==> src/rtl/ad_hsst_pkg.sv <==
// ad_hsst_pkg: shared K-codes, default frame words, framer states and checksum width
package ad_hsst_pkg;
    localparam logic [7:0] K28_5 = 8'hBC;
    localparam logic [7:0] K27_7 = 8'hFB;
    localparam logic [7:0] K29_7 = 8'hFD;
    localparam logic [31:0] IDLE_WORD_DEF = {8'h50, K28_5, 8'h50, K28_5};
    localparam logic [31:0] SOF_WORD_DEF = {8'h5A, 8'h5A, 8'h5A, K27_7};
    localparam int CSUM_W = 16;
    typedef enum logic [2:0] {ST_IDLE, ST_SOF, ST_HDR, ST_DATA, ST_EOF} state_t;
endpackage

==> src/rtl/ad_hsst_csum16.sv <==
// ad_hsst_csum16: clear/accumulate folded 16-bit sum of both halves of each 32-bit word
module ad_hsst_csum16
    import ad_hsst_pkg::*;
(
    input  logic              clk,
    input  logic              rst_n,
    input  logic              clr,
    input  logic              acc,
    input  logic [31:0]       din,
    output logic [CSUM_W-1:0] sum
);
    always_ff @(posedge clk or negedge rst_n)
        if (!rst_n) sum <= '0;
        else sum <= clr ? '0 : acc ? sum + din[31:16] + din[15:0] : sum;
endmodule

==> src/rtl/ad_hsst_tx_framer.sv <==
// ad_hsst_tx_framer: drains full AD sample bursts from the FIFO into framed HSST TX words
module ad_hsst_tx_framer
    import ad_hsst_pkg::*;
#(
    parameter int          DATA_W    = 32,
    parameter int          LVL_W     = 11,
    parameter int          BURST_LEN = 256,
    parameter int          MIN_IDLE  = 4,
    parameter logic [31:0] IDLE_WORD = IDLE_WORD_DEF,
    parameter logic [31:0] SOF_WORD  = SOF_WORD_DEF
) (
    input  logic              rd_clk,
    input  logic              rd_rst_n,
    input  logic              tx_ready,
    input  logic [DATA_W-1:0] fifo_rd_data,
    input  logic              fifo_rd_empty,
    input  logic [LVL_W-1:0]  fifo_rd_level,
    output logic              fifo_rd_en,
    output logic [DATA_W-1:0] tx_data,
    output logic [3:0]        tx_k,
    output logic              frame_done,
    output logic              frame_abort,
    output logic              underflow_err,
    output logic [15:0]       seq_num
);
    localparam int CW = $clog2(BURST_LEN + 1);

    state_t            state, state_nxt;
    logic [CW-1:0]     dat_cnt, rd_cnt;
    logic [7:0]        idle_cnt;
    logic [CSUM_W-1:0] csum;
    logic              in_frame, idle_go, last_dat;
    logic [DATA_W-1:0] tx_data_nxt;
    logic [3:0]        tx_k_nxt;

    // state tracks the word currently on tx_data; idle_cnt counts idle words before this one
    assign in_frame = state inside {ST_SOF, ST_HDR, ST_DATA};
    assign idle_go  = ({1'b0, idle_cnt} + 9'd1 >= 9'(MIN_IDLE)) && tx_ready
                      && (fifo_rd_level >= LVL_W'(BURST_LEN));
    assign last_dat = dat_cnt == CW'(BURST_LEN - 1);
    // reads run from the SOF cycle so data lands right after HDR; tx_ready gates them at once
    assign fifo_rd_en = in_frame && tx_ready && (rd_cnt < CW'(BURST_LEN));

    ad_hsst_csum16 u_csum (
        .clk  (rd_clk),
        .rst_n(rd_rst_n),
        .clr  (state_nxt == ST_SOF),
        .acc  (state_nxt == ST_DATA),
        .din  (fifo_rd_data),
        .sum  (csum)
    );

    always_ff @(posedge rd_clk or negedge rd_rst_n)
        if (!rd_rst_n) begin
            state         <= ST_IDLE;
            idle_cnt      <= '0;
            dat_cnt       <= '0;
            rd_cnt        <= '0;
            tx_data       <= IDLE_WORD;
            tx_k          <= 4'b0001;
            frame_done    <= 1'b0;
            frame_abort   <= 1'b0;
            underflow_err <= 1'b0;
            seq_num       <= '0;
        end else begin
            state         <= state_nxt;
            idle_cnt      <= state != ST_IDLE ? '0 : idle_cnt == 8'(MIN_IDLE) ? idle_cnt : idle_cnt + 8'd1;
            dat_cnt       <= state == ST_DATA ? dat_cnt + CW'(1) : '0;
            rd_cnt        <= state == ST_IDLE ? '0 : rd_cnt + CW'(fifo_rd_en);
            tx_data       <= tx_data_nxt;
            tx_k          <= tx_k_nxt;
            frame_done    <= state_nxt == ST_EOF;
            frame_abort   <= in_frame && !tx_ready;
            underflow_err <= underflow_err | (fifo_rd_en & fifo_rd_empty);
            seq_num       <= seq_num + 16'(state_nxt == ST_EOF);
        end

    always_comb begin
        state_nxt = ST_IDLE;
        case (state)
            ST_IDLE: state_nxt = idle_go ? ST_SOF : ST_IDLE;
            ST_SOF:  state_nxt = tx_ready ? ST_HDR : ST_IDLE;
            ST_HDR:  state_nxt = tx_ready ? ST_DATA : ST_IDLE;
            ST_DATA: state_nxt = !tx_ready ? ST_IDLE : last_dat ? ST_EOF : ST_DATA;
            default: state_nxt = ST_IDLE;
        endcase
    end

    always_comb begin
        tx_data_nxt = IDLE_WORD;
        tx_k_nxt    = 4'b0001;
        case (state_nxt)
            ST_SOF:  tx_data_nxt = SOF_WORD;
            ST_HDR: begin
                tx_data_nxt = {seq_num, 16'(BURST_LEN)};
                tx_k_nxt    = 4'b0000;
            end
            ST_DATA: begin
                tx_data_nxt = fifo_rd_data;
                tx_k_nxt    = 4'b0000;
            end
            ST_EOF:  tx_data_nxt = {csum, 8'h00, K29_7};
            default: tx_data_nxt = IDLE_WORD;
        endcase
    end
endmodule

==> config.mk <==
export PLATFORM = sky130hd
export DESIGN_NAME = ad_hsst_tx_framer
export DESIGN_NICKNAME = d
export VERILOG_FILES = /design/src/rtl/ad_hsst_pkg.sv /design/src/rtl/ad_hsst_csum16.sv /design/src/rtl/ad_hsst_tx_framer.sv
export SDC_FILE = /design/constraint.sdc
export NUM_CORES = 1
export LEC_CHECK = 0
export CORE_ASPECT_RATIO = 0.75
export CORE_MARGIN = 2
export CORE_UTILIZATION = 47
export CTS_CLUSTER_DIAMETER = 30
export DETAILED_ROUTE_END_ITERATION = 7
export PLACE_DENSITY_LB_ADDON = 0.05
export SKIP_LAST_GASP = 1
export SYNTH_ARGS = -nofsm -noshare
export SYNTH_HDL_FRONTEND = slang
export SYNTH_SLANG_ARGS = --single-unit
==> constraint.sdc <==
create_clock -name rd_clk -period 3.2 [get_ports rd_clk]
set_clock_uncertainty 0.1 [all_clocks]
set_input_delay 0.64 -clock rd_clk [delete_from_list [all_inputs] [get_ports rd_clk]]
set_output_delay 0.64 -clock rd_clk [all_outputs]
set_load 0.02 [all_outputs]
==> qor.yml <==
sta:
  fmax_mhz: 320
  relSlewSlack_pct: 54.6
  whs_ns: 0.152
  fin_crit_ns: 3.13
  post-route-period-util_pct: 97.8
  drv_slew: 0
  layout_setup_ws_ns: 0.0713
  setup_viol: 0
  tightestPinTransition_ns: 0.673
  hold_viol_final: 0
detailed_routing:
  drcViolationCount: 0
  num_vias: 3940
  detail-route-antenna-nets: 0
  vias_per_cell: 5.37
  initialDrtViolationCount: 256
  routedWlPerCell_um: 16.9
  first_pass_iters: 5
  totalWireLength_mm: 12.4
status:
  status: "complete, no violations"
cells_and_area:
  syn_to_final_growth_pct: 34.3
  drive_above_1_share_pct: 16.1
  layout_commonest_cell: "clkdlybuf4s50_1"
  fin_util_pct: 64.8
  mostFrequentLayoutCells: "clkdlybuf4s50_1 (88), dfrtp_1 (82), nand2_1 (51)"
  diodes: 0
  fin_nets: 678
power:
  ir_worst_vdd_v: 0.000568
  power.share.clock_pct: 19.8
  cellPowerDensity_mw_per_mm2: 791
  leakagePower_uw: 0.00304
  finalPower_uw: 5270
  switchingPower_uw: 2030
  p_int_uw: 3240
  power_frac_comb_pct: 47.8
  swShare_pct: 38.6
  p_seq_share_pct: 32.3
setup_path:
  crit_path_end_kind: "flip-flop"
  crit_fanout: 2
  r2r_end: "rd_cnt[8]$_DFF_PN0_"
  arrival_ns: 3.25
  critPathKind: "input pin to flip-flop"
  reg2reg_from: "dat_cnt[0]$_DFF_PN0_"
  rr_worst_depth: 14
  critPathLaunchType: "input pin"
  critPathRequiredTime_ns: 3.32
  r2r_slack_ns: 0.17
synthesis:
  syn_avg_cell_area_um2: 10.7
  ys_seq_area_share_pct: 49.3
  netlist-cell-type-count: 48
  postSynthCellCount: 463
  synth_area_mm2: 0.00496
  async_flop_share_pct: 100
  synth_edf_count: 0
  ys_seq_elements: 97
  yosys_warnings: 0
  synth_flop_cell: "dfrtp_1"
global_routing:
  grt_pass1_wl_mm: 19.5
  antenna_found_initial: 0
  grt_pass1_vias: 3890
  grt_max_degree: 61
  grt_usage_pct: 22.5
  gr-total-overflow: 0
floorplanning:
  coreArea_mm2: 0.0103
  die_x_um: 123
  dieArea_mm2: 0.0114
  io_pins: 103
  chipHeight_um: 93.0
  rows: 32
  start_util_pct: 48.2
cts:
  cts_root_buffer: "clkbuf_16"
  cts_buffer_depth: 2
  cts_buffers: 9
  cts_tree: "built"
  htreeDepth: 3
  clk_latency_ns: 0.34
  path_clk_slew_ns: 0.07
  holdBufCountCts: 0
  clock-sinks: 97
placement:
  hpwl_mm: 8.99
  place.gp.congestion: 0.892
  portBuffers: 91
  dp_slack_ns: -0.614
worst_hold_path:
  hold_path.class: "input pin to async pin"
job:
  maxCapViolations: 0
-- cell type report --
type,count,area [µm²]
clock buffer,10,239
tap,136,170
inverter,16,60.1
timing repair buffer,134,1240
clock inverter,6,51.3
sequential,97,2450
fill,833,3620
multi-input combinational,335,2460
-- sequential cells by signal (all words and copies together), names as in the netlist --
register,count
rd_cnt,9
state,3
tx_data,32
dat_cnt,9
underflow_err,1
frame_done,1
tx_k,1
idle_cnt,8
seq_num,16
frame_abort,1
u_csum.sum,16
-- through the flow --
| step | cell area [µm²] | instances | setup TNS [ns] |
|---|---|---|---|
| floorplan | 4970 | 465 | 0 |
| global placement | 6290 | 715 | -2.81 |
| detailed placement | 6290 | 715 | -3.21 |
| CTS | 6600 | 732 | 0 |
| global route | 6670 | 734 | -0.00194 |
| finish | 6670 | 734 | 0 |
-- critical path: stages --
cell	delay [ns]
clkdlybuf4s50_1	0.51
fa_1	0.44
ha_2	0.22
fa_2	0.37
a211oi_4	0.25
o21ai_2	0.09
a31oi_2	0.26
buf_4	0.16
o21bai_1	0.07
xnor2_1	0.14
o21ai_0	0.09
-- Yosys cell counts, types with 3 or more instances --
master    number  area share (%)
a211oi_1       3            0.45
xnor2_1       26             4.6
clkbuf_1      13            0.98
nor4_1         3            0.38
nor2_1        45             3.4
nand4_1        4            0.50
nand2_1       51             3.9
buf_4          3            0.45
xor2_1        17             3.0
dfrtp_1       82              41
o22ai_1        5            0.63
nor2b_1        7            0.88
ha_1          22             5.5
inv_1         15             1.1
and4_1         4            0.71
nand3_1       29             2.9
and2_1         4            0.50
or3_1          4            0.50
fa_1          16             6.5
dfstp_2       15             7.9
and3_1        10             1.3
nor3_1         8            0.81
a221oi_1       4            0.71
a21oi_1        8            0.81
a21o_1         9             1.4
a222oi_1      12             2.4
o21ai_0       16             1.6
-- routing by layer --
layer	track usage [%]	vias to the layer above	wire, µm
met5	0	-	0
met3	4.70	11	595
met4	4.12	0	101
li1	-	1879	-
met2	35.7	102	5790
met1	32.2	1948	5930
-- kinds of logic after synthesis --
| group | synth area share (%) |
|---|---|
| other | 0.0755 |
| xor gates and xnor gates | 7.59 |
| DFF | 49.3 |
| adders and majority gates | 12.0 |
| and+or+nand+nor | 17.1 |
| buffers and inverters | 2.75 |
| muxes | 0.202 |
| AOI/OAI and AO/OA | 11.1 |
-- power groups by stage --
stage	Sequential [µW]	Combinational (µW)	Clock [µW]
5_1_grt	1740	2760	1110
6_report	1710	2520	1050
2_1_floorplan	1860	1320	0
4_1_cts	1710	2460	1060
3_3_place_gp	1720	2390	0
3_5_place_dp	1730	2420	0
-- worst max-delay path by stage --
stage	from	to	slack, ns	depth (start not counted)
2_1_floorplan	dat_cnt[0]$_DFF_PN0_	rd_cnt[6]$_DFF_PN0_	0.02	15
3_3_place_gp	fifo_rd_data[1]	u_csum.sum[13]$_DFFE_PN0P_	-0.54	10
3_5_place_dp	fifo_rd_data[1]	u_csum.sum[13]$_DFFE_PN0P_	-0.61	10
4_1_cts	fifo_rd_data[1]	u_csum.sum[13]$_DFFE_PN0P_	0.02	10
5_1_grt	dat_cnt[0]$_DFF_PN0_	fifo_rd_en	-0.002	9
6_report	fifo_rd_data[17]	u_csum.sum[11]$_DFFE_PN0P_	0.07	11
-- what timing repair did --
item | 4_1_cts | 5_1_grt
pin swaps | 3 | 8
gates cloned | 0 | 0
endpoints found under the setup margin | 4 | 9
hold endpoints to repair | 0 | 0
setup buffers | 1 | 2
resized for setup | 10 | 13
(Power assumes the default switching activity.)
